## config.mk

```make
export PLATFORM = sky130hd
export DESIGN_NAME = scm_lut_ctrl
export DESIGN_NICKNAME = d
export VERILOG_FILES = /design/src/rtl/scm_lut_ctrl.sv
export SDC_FILE = /design/constraint.sdc
export NUM_CORES = 1
export LEC_CHECK = 0
export BUFFER_PORTS_ARGS = -buffer_cell sky130_fd_sc_hd__buf_2
export CAP_MARGIN = 20
export CORE_MARGIN = 8
export CORE_UTILIZATION = 40
export CTS_CLUSTER_DIAMETER = 80
export CTS_CLUSTER_SIZE = 25
export DETAILED_ROUTE_END_ITERATION = 8
export GPL_TIMING_DRIVEN = 0
export PLACE_DENSITY = 0.75
export SYNTH_ARGS = -nofsm -noshare
export SYNTH_HDL_FRONTEND = slang
export SYNTH_SLANG_ARGS = --single-unit
```

## constraint.sdc

```tcl
create_clock -name clk_i -period 1.6 [get_ports clk_i]
set_input_delay 0.08 -clock clk_i [delete_from_list [all_inputs] [get_ports clk_i]]
set_output_delay 0.08 -clock clk_i [all_outputs]
set_load 0.01 [all_outputs]
```

## src/rtl/scm_lut_ctrl.sv

```systemverilog
// Load/lookup sequencer in front of a latch-based LUT store (scm).
// Optional macro SCM_LUT_CTRL_RAW_BYPASS_EN: forward pending write data instead of stalling.
module scm_lut_ctrl #(
  parameter int unsigned C             = 32,
  parameter int unsigned K             = 16,
  parameter int unsigned DataTypeWidth = 16,
  localparam int unsigned TotalAddrWidth = $clog2(C * K)
) (
  input  logic                      clk_i,
  input  logic                      rst_i,
  input  logic                      load_start_i,
  input  logic                      load_valid_i,
  input  logic [DataTypeWidth-1:0]  load_data_i,
  output logic                      load_ready_o,
  output logic                      load_busy_o,
  output logic                      load_done_o,
  input  logic                      rd_valid_i,
  input  logic [$clog2(C)-1:0]      rd_c_i,
  input  logic [$clog2(K)-1:0]      rd_k_i,
  output logic                      rd_ready_o,
  output logic                      rd_valid_o,
  output logic [DataTypeWidth-1:0]  rd_data_o,
  input  logic                      rd_ready_i,
  output logic [TotalAddrWidth-1:0] scm_raddr_o,
  input  logic [DataTypeWidth-1:0]  scm_rdata_i,
  output logic [TotalAddrWidth-1:0] scm_waddr_o,
  output logic [DataTypeWidth-1:0]  scm_wdata_o,
  output logic                      scm_we_o
);

  localparam int unsigned Entries = C * K;

  localparam logic [1:0] IDLE   = 2'd0;
  localparam logic [1:0] LOAD   = 2'd1;
  localparam logic [1:0] ACTIVE = 2'd2;

  logic [1:0]                state_q, state_d;
  logic [TotalAddrWidth-1:0] cnt_q, cnt_d;
  logic                      load_done_q, load_done_d;
  logic                      rd_valid_q;
  logic [DataTypeWidth-1:0]  rd_data_q, rd_data_d;
  logic [TotalAddrWidth-1:0] wr_addr_q;
  logic                      wr_pend_q;
  logic                      hazard;
  logic                      rd_accept;

  // Next-state, load counter and write-port drive
  always_comb begin
    state_d      = state_q;
    cnt_d        = cnt_q;
    load_done_d  = 1'b0;
    load_ready_o = 1'b0;
    scm_we_o     = 1'b0;
    scm_waddr_o  = '0;
    scm_wdata_o  = '0;
    case (state_q)
      IDLE: begin
        if (load_start_i) begin
          state_d = LOAD;
          cnt_d   = '0;
        end
      end
      LOAD: begin
        load_ready_o = 1'b1;
        scm_we_o     = load_valid_i;
        scm_waddr_o  = cnt_q;
        scm_wdata_o  = load_data_i;
        if (load_start_i) begin
          cnt_d = '0;
        end else if (load_valid_i) begin
          if (cnt_q == TotalAddrWidth'(Entries - 1)) begin
            state_d     = ACTIVE;
            cnt_d       = '0;
            load_done_d = 1'b1;
          end else begin
            cnt_d = cnt_q + TotalAddrWidth'(1);
          end
        end
      end
      ACTIVE: begin
        if (load_start_i) begin
          state_d = LOAD;
          cnt_d   = '0;
        end
      end
      default: state_d = IDLE;
    endcase
  end

  always_ff @(posedge clk_i) begin
    if (rst_i) begin
      state_q     <= IDLE;
      cnt_q       <= '0;
      load_done_q <= 1'b0;
    end else begin
      state_q     <= state_d;
      cnt_q       <= cnt_d;
      load_done_q <= load_done_d;
    end
  end

  assign load_busy_o = (state_q == LOAD);
  assign load_done_o = load_done_q;
  assign scm_raddr_o = {rd_c_i, rd_k_i};

`ifdef SCM_LUT_CTRL_RAW_BYPASS_EN
  // The scm commits one cycle late, so a matching read takes the in-flight data
  logic [DataTypeWidth-1:0] wr_data_q;

  always_ff @(posedge clk_i) begin
    if (rst_i) wr_data_q <= '0;
    else       wr_data_q <= scm_wdata_o;
  end

  assign hazard    = 1'b0;
  assign rd_data_d = (wr_pend_q && (scm_raddr_o == wr_addr_q)) ? wr_data_q : scm_rdata_i;
`else
  assign hazard    = wr_pend_q && (scm_raddr_o == wr_addr_q);
  assign rd_data_d = scm_rdata_i;
`endif

  // A pending LUT invalidation blocks new lookups in the same cycle
  assign rd_ready_o = (state_q == ACTIVE) && !load_start_i && !hazard &&
                      (!rd_valid_q || rd_ready_i);
  assign rd_accept  = rd_valid_i && rd_ready_o;

  always_ff @(posedge clk_i) begin
    if (rst_i) begin
      rd_valid_q <= 1'b0;
      rd_data_q  <= '0;
      wr_pend_q  <= 1'b0;
      wr_addr_q  <= '0;
    end else begin
      wr_pend_q <= scm_we_o;
      wr_addr_q <= scm_waddr_o;
      if (rd_accept) begin
        rd_valid_q <= 1'b1;
        rd_data_q  <= rd_data_d;
      end else if (rd_ready_i) begin
        rd_valid_q <= 1'b0;
      end
    end
  end

  assign rd_valid_o = rd_valid_q;
  assign rd_data_o  = rd_data_q;

endmodule
```

==> results of run 1 <==
## worst register-to-register path: cells and delay by family, from the launching register on
family / cells / cell delay [ns]
AND/OR/NAND/NOR: 4 / 0.60
flip-flops: 1 / 0.36
adder cells (fa/ha/maj): 2 / 0.35
AO/OA/AOI/OAI: 1 / 0.25
## cell families (layout without fill, tap and decap cells)
group	Yosys count	after routing	share of synthesized area, %
AOI/OAI and AO/OA	42	42	18.1
xor gates and xnor gates	16	16	7.20
adders and majority gates	2	2	1.29
buffers and inverters	24	146	7.97
DFF	39	39	40.1
muxes	1	1	0.514
and+or+nand+nor	85	85	24.9
## state kept, by name (all words and copies together), names as in the netlist
signal	count
rd_data_o	16
cnt_q	9
wr_addr_q	9
state_q	2
load_done_o	1
rd_valid_o	1
wr_pend_q	1
## power groups by stage
stage	Clock, uW	Combinational [uW]	Sequential, uW
floorplan	0	130	1000
global placement	0	244	1010
detailed placement	0	247	1010
CTS	849	256	979
global route	901	308	977
finish	834	280	977
## cell usage in the layout (no fill, tap or decap), types with 3 or more instances in the layout
| master | count |
|---|---|
| dfxtp_4 | 6 |
| nand3_1 | 12 |
| nand4_1 | 4 |
| xnor2_1 | 8 |
| a21bo_2 | 3 |
| nor2_2 | 5 |
| buf_4 | 25 |
| and2_1 | 35 |
| nor2_1 | 5 |
| clkbuf_8 | 6 |
| nor2b_1 | 4 |
| buf_6 | 5 |
| nand2_1 | 3 |
| clkbuf_1 | 5 |
| xor2_1 | 4 |
| dfxtp_2 | 4 |
| buf_2 | 100 |
| dfxtp_1 | 29 |
| a21oi_2 | 16 |
| a21oi_1 | 5 |
| nand3_2 | 7 |
| xnor2_2 | 4 |
| a21bo_1 | 12 |
## area by class of cell
class / instances / area, um^2
clock buffers: 6 / 82.6
repair buffers: 115 / 627
flip-flops and latches: 39 / 808
plain buffers: 23 / 165
clock inverters: 2 / 35.0
fillers: 388 / 1760
multi-input cells: 146 / 1160
well taps: 67 / 83.8
## per-layer routing
layer  vias up  GRT usage, %
met2        69          26.2
met1       870          16.3
met5         -             0
met4         0          5.10
met3         4          5.16
li1        935             -
## Yosys cell counts, types with 2 or more instances
| library cell | n | share of area (%) |
|---|---|---|
| a211oi_1 | 2 | 0.77 |
| a21bo_1 | 12 | 6.2 |
| a21bo_2 | 4 | 2.1 |
| a21oi_1 | 8 | 2.1 |
| a21oi_2 | 13 | 5.8 |
| and2_1 | 35 | 11 |
| buf_4 | 11 | 4.2 |
| buf_6 | 3 | 1.7 |
| clkbuf_1 | 8 | 1.5 |
| dfxtp_1 | 39 | 40 |
| ha_1 | 2 | 1.3 |
| nand2_1 | 4 | 0.77 |
| nand3_1 | 19 | 4.9 |
| nand4_1 | 4 | 1.3 |
| nor2_1 | 10 | 1.9 |
| nor2b_1 | 6 | 1.9 |
| xnor2_1 | 12 | 5.4 |
| xor2_1 | 4 | 1.8 |
## timing repair
action                     in CTS  in global routing
resized for setup              23                 29
pin swaps                       5                 19
setup buffers                   7                  7
setup endpoints to repair      48                 44
## how the worst max path moves through the flow
stage	end	slack [ns]	depth (start not counted)
after floorplan	cnt_q[0]$_SDFFE_PP0P_	0.07	7
after global placement	cnt_q[4]$_SDFFE_PP0P_	-0.07	7
after detailed placement	scm_waddr_o[3]	-0.07	6
after CTS	rd_ready_o	-0.02	6
after global routing	rd_ready_o	-0.09	6
final	cnt_q[0]$_SDFFE_PP0P_	-0.01	7
## stage by stage
step           worst slack (ns)  power (uW)  area, um^2  instances
3_5_place_dp            -0.0684        1250        2560        377
2_1_floorplan            0.0678        1130        1970        209
5_1_grt                 -0.0850        2190        2960        398
6_report                -0.0140        2090        2960        398
3_3_place_gp            -0.0659        1250        2560        377
4_1_cts                 -0.0167        2080        2790        391
==> summary.md, run 1 <==
| Metric | Value |
|---|---|
| Status | complete, but fails checks |
| Failing checks | negative setup slack |
| Final Hold Vio Count | 0 |
| Gate power share | 13.4% |
| Rows | 25 |
| #FFs+latches synth | 39 |
| Post-Syn Area per Cell | 9.32 um^2 |
| Gr ovfl total | 0 |
| Initial antenna violation count | 0 |
| Dpl hpwl | 4.02 mm |
| CTS tree | yes |
| Mapped Cells | 209 |
| Leakage power figure | 0.00134 uW |
| Clock tree buffer depth | 2 |
| Hold depth | 3 |
| PortBufs | 101 |
| Hold Crit Start | scm_rdata_i[12] |
| Area growth from synthesis to layout | 52.1% |
| Maximum VDD drop | 0.399 mV |
| Tcrit/Tclk final | 101% |
| Die ar. | 7360 um^2 |
| Crit start category | register |
| Reg2reg end | cnt_q[0]$_SDFFE_PP0P_ |
| Worst slew pin tran | 0.652 ns |
| Setup_tns | -0.0571 ns |
| CTS buffer count | 5 |
| DRT iter0 DRCs | 76 |
| Synth Flop Type | dfxtp_1 |
| Crit path capture type | register |
| N_diodes | 0 |
| Via density | 4.72 |
| Global Route Usage Sum | 14.9% |
| Crit path required time | 1.82 ns |
| Routability cong. | 0.791 |
| First-pass GRT wire length | 8.91 mm |
| Psw | 479 uW |
| DRC violations left | 0 |
| Cell family with the largest share of critical-path delay | simple AND/OR/NAND/NOR gates |
| WL per Instance | 14.6 um |
| Max Freq | 620 MHz |
| Max_cap viols | 0 |
| Finished Core Util | 62.7% |
| Min-delay worst type | in -> reg |
| Die Height | 85.8 um |
| Max H-tree Level | 2 |
| Clk sinks | 39 |
| Clk root buf | clkbuf_8 |
| Switching share of power | 22.9% |
| Register share of total power | 46.7% |
| Cell Pwr Density | 706 nW/um^2 |
| Slowest stage cell, crit path | or3b_4 |
| Post-Syn Nets | 258 |
| Number of synthesized flops with an enable pin | 0 |
| Wire length on met2 | 2.88 mm |
| Io pins | 103 |
| Post-layout min period | 1.61 ns |
| Crit-path max FO | 8 |
| Hold slack final | 0.0332 ns |
| Slew Limit Fails | 0 |
| Crit path DAT | 1.83 ns |
| Async set or reset register ratio after synthesis | 0% |
| Via count | 1878 |
| Worst r2r src | cnt_q[0]$_SDFFE_PP0P_ |
| Final setup fails | 7 |
| Clock group share of total power | 39.9% |
| Metal-1 WL | 2.45 mm |
| Nets@finish | 379 |
| CP startpoint | cnt_q[0]$_SDFFE_PP0P_ |
| R2R Setup Slk | -0.01 ns |
| Layout cells sized above 1 | 59.2% |
| Routed Antenna Nets | 0 |
| Post-Syn Area | 1950 um^2 |
| Clk_lat worst skew | 0.28 ns |
| Hold Path Sink | rd_data_o[12]$_SDFFE_PP0P_ |
| Via count of the first global-routing pass | 1911 |
| Hold_buf cts | 0 |
| CP Cell Sequence | ha_4 -> nand3_2 -> nor2_2 -> ha_2 -> or3b_4 -> a21o_4 -> nor2_1 |
| Pre-antenna DRT Iters | 4 |
| Pin count of the biggest net entering global routing | 13 |
| Setup CP Type | reg -> reg |
| Die span in x | 85.8 um |
| Initial Util | 41.2% |
| Metal3 WL | 396 um |
| RSZ-0062 raised after global routing | true |
| Total routed wirelength | 5.80 mm |
| Synthesis Warnings | 0 |
| Highest metal used | met4 |
| Clock skew | 0.00552 ns |
| Setup slack after layout | -0.0140 ns |
| Clock transition at path regs | 0.08 ns |
| R2R cell count | 7 |
| Count of cell types in the netlist | 31 |
| Rel. slew slack | 56.5% |
| Internal power | 1610 uW |
| Core ar. | 4720 um^2 |
| Sequential cell area fraction in the yosys report | 40.1% |
| CP bufs+invs | 0 |
| CP max stage delay | 0.38 ns |
(Power assumes the default switching activity.)
==> run 2, diff against run 1 <==
--- a/config.mk
+++ b/config.mk
@@ -14,6 +14,7 @@
 export DETAILED_ROUTE_END_ITERATION = 8
 export GPL_TIMING_DRIVEN = 0
 export PLACE_DENSITY = 0.75
+export RECOVER_POWER = 25
 export SYNTH_ARGS = -nofsm -noshare
 export SYNTH_HDL_FRONTEND = slang
 export SYNTH_SLANG_ARGS = --single-unit
==> run 2 against run 1 <==
Net effect:
- the run still ends with negative setup slack left
- critical path depth unchanged
- setup slack worse by 0.0021 ns
- design area shrank 0.68%
- critical path type unchanged
- largest power group unchanged
==> summary.md, run 2 (synthesis results as in run 1) <==
| Metric | Value |
|---|---|
| PortBufs | 101 |
| Min-delay worst type | in -> reg |
| Final setup fails | 7 |
| Worst r2r src | cnt_q[0]$_SDFFE_PP0P_ |
| Total routed wirelength | 5.85 mm |
| Die Height | 85.8 um |
| Setup slack after layout | -0.0161 ns |
| WL per Instance | 14.7 um |
| Gr ovfl total | 0 |
| Area growth from synthesis to layout | 51.1% |
| Post-layout instance area | 2940 um^2 |
| DRC violations left | 0 |
| Layout cells sized above 1 | 54.4% |
| Status | complete, but fails checks |
| Global Route Usage Sum | 14.9% |
| CP startpoint | cnt_q[0]$_SDFFE_PP0P_ |
| Max reg flops | 16 |
| Worst slew pin tran | 0.651 ns |
| Clock transition at path regs | 0.08 ns |
| Pre-antenna DRT Iters | 4 |
| CP bufs+invs | 0 |
| Clock skew | 0.00639 ns |
| Hold Crit Start | scm_rdata_i[12] |
| Post-layout min period | 1.62 ns |
| Post-DP Area | 2560 um^2 |
| Most common cell after layout, fill and taps aside | buf_2 |
| Cell Pwr Density | 712 nW/um^2 |
| Cell family with the largest share of critical-path delay | simple AND/OR/NAND/NOR gates |
| Routability cong. | 0.791 |
| Hold Path Sink | rd_data_o[12]$_SDFFE_PP0P_ |
| Initial Util | 41.2% |
| FILL cells | 393 |
| First-pass GRT wire length | 8.91 mm |
| Crit start category | register |
| Rel. slew slack | 56.6% |
| Clock tree buffer depth | 2 |
| Crit path DAT | 1.83 ns |
| Slowest stage cell, crit path | or3b_4 |
| Io pins | 103 |
| CTS tree | yes |
| Clk_lat worst skew | 0.28 ns |
| Max Freq | 619 MHz |
| CP Cell Sequence | ha_4 -> nand3_2 -> nor2_2 -> ha_2 -> or3b_4 -> a21o_4 -> nor2_1 |
| R2R Setup Slk | -0.02 ns |
| Hold slack final | 0.0330 ns |
| Leakage power figure | 0.00128 uW |
| Failing checks | negative setup slack |
| Clk root buf | clkbuf_8 |
| CP max stage delay | 0.38 ns |
| CTS buffer count | 5 |
| N_diodes | 0 |
| Via count of the first global-routing pass | 1911 |
| Initial antenna violation count | 0 |
| Die ar. | 7360 um^2 |
| Core ar. | 4720 um^2 |
| Crit path capture type | register |
| Crit path required time | 1.82 ns |
| RSZ-0062 raised after global routing | true |
| Via density | 4.74 |
| Crit-path max FO | 8 |
| Die span in x | 85.8 um |
| Pin count of the biggest net entering global routing | 13 |
| Dpl hpwl | 4.02 mm |
| Hold_buf cts | 0 |
| Max_cap viols | 0 |
| DRT iter0 DRCs | 80 |
| R2R cell count | 7 |
| Clk sinks | 39 |
| Hold depth | 3 |
| Via count | 1886 |
| Commonest non-fill, non-tap cells in the layout | buf_2, and2_1, dfxtp_1 |
| Pre-CTS setup slack | -0.0684 ns |
| Routed Antenna Nets | 0 |
| Final Hold Vio Count | 0 |
| Nets@finish | 379 |
| Tcrit/Tclk final | 101% |
| Max H-tree Level | 2 |
| Slew Limit Fails | 0 |
| Critical path depth | 7 |
| Reg2reg end | cnt_q[0]$_SDFFE_PP0P_ |
| Rows | 25 |
| Setup CP Type | reg -> reg |
| Maximum VDD drop | 0.399 mV |
## run 2: worst max path at each step
stage	end	slack, ns
finish	cnt_q[0]$_SDFFE_PP0P_	-0.02
global route	rd_ready_o	-0.09
CTS	rd_ready_o	-0.02
detailed placement	scm_waddr_o[3]	-0.07
global placement	cnt_q[4]$_SDFFE_PP0P_	-0.07
floorplan	cnt_q[0]$_SDFFE_PP0P_	0.07
## run 2: layout make-up
type / count / area [um^2] / share of cell area (%)
plain buffers: 23 / 165 / 5.61
clock buffers: 6 / 82.6 / 2.81
clock inverters: 2 / 35.0 / 1.19
multi-input cells: 146 / 1160 / 39.4
flip-flops and latches: 39 / 808 / 27.5
well taps: 67 / 83.8 / 2.85
repair buffers: 115 / 607 / 20.6
## run 2: metal layers
layer | wire, um | part of all wire, % | global-route usage [%]
met1 | 2520 | 43 | 16.3
met2 | 2880 | 49 | 26.2
met3 | 383 | 6.5 | 5.16
met4 | 73 | 1.2 | 5.10
met5 | 0 | 0 | 0
## run 2: repair_timing
item | CTS | global route
setup buffers | 7 | 7
endpoints found under the setup margin | 48 | 44
pin swaps | 5 | 19
gates resized for setup | 23 | 29
## run 2: per-stage QoR
stage	std cells	util [%]	power, uW	setup TNS, ns
6_report	398	62.3	2090	-0.0700
5_1_grt	398	62.3	2180	-0.722
4_1_cts	391	59.0	2080	-0.0167
3_5_place_dp	377	54.3	1250	-1.47
3_3_place_gp	377	54.3	1250	-1.18
2_1_floorplan	209	-	1130	0
## run 2: report_power, final
group / internal [uW] / switching (uW) / total (uW)
registers: 969 / 7.99 / 977
clock network: 504 / 334 / 838
logic: 136 / 142 / 278
## run 2: tightest hold or removal path, stage by stage
cell	delay [ns]
buf_2	0.10
nand3_2	0.05
a21oi_2	0.04
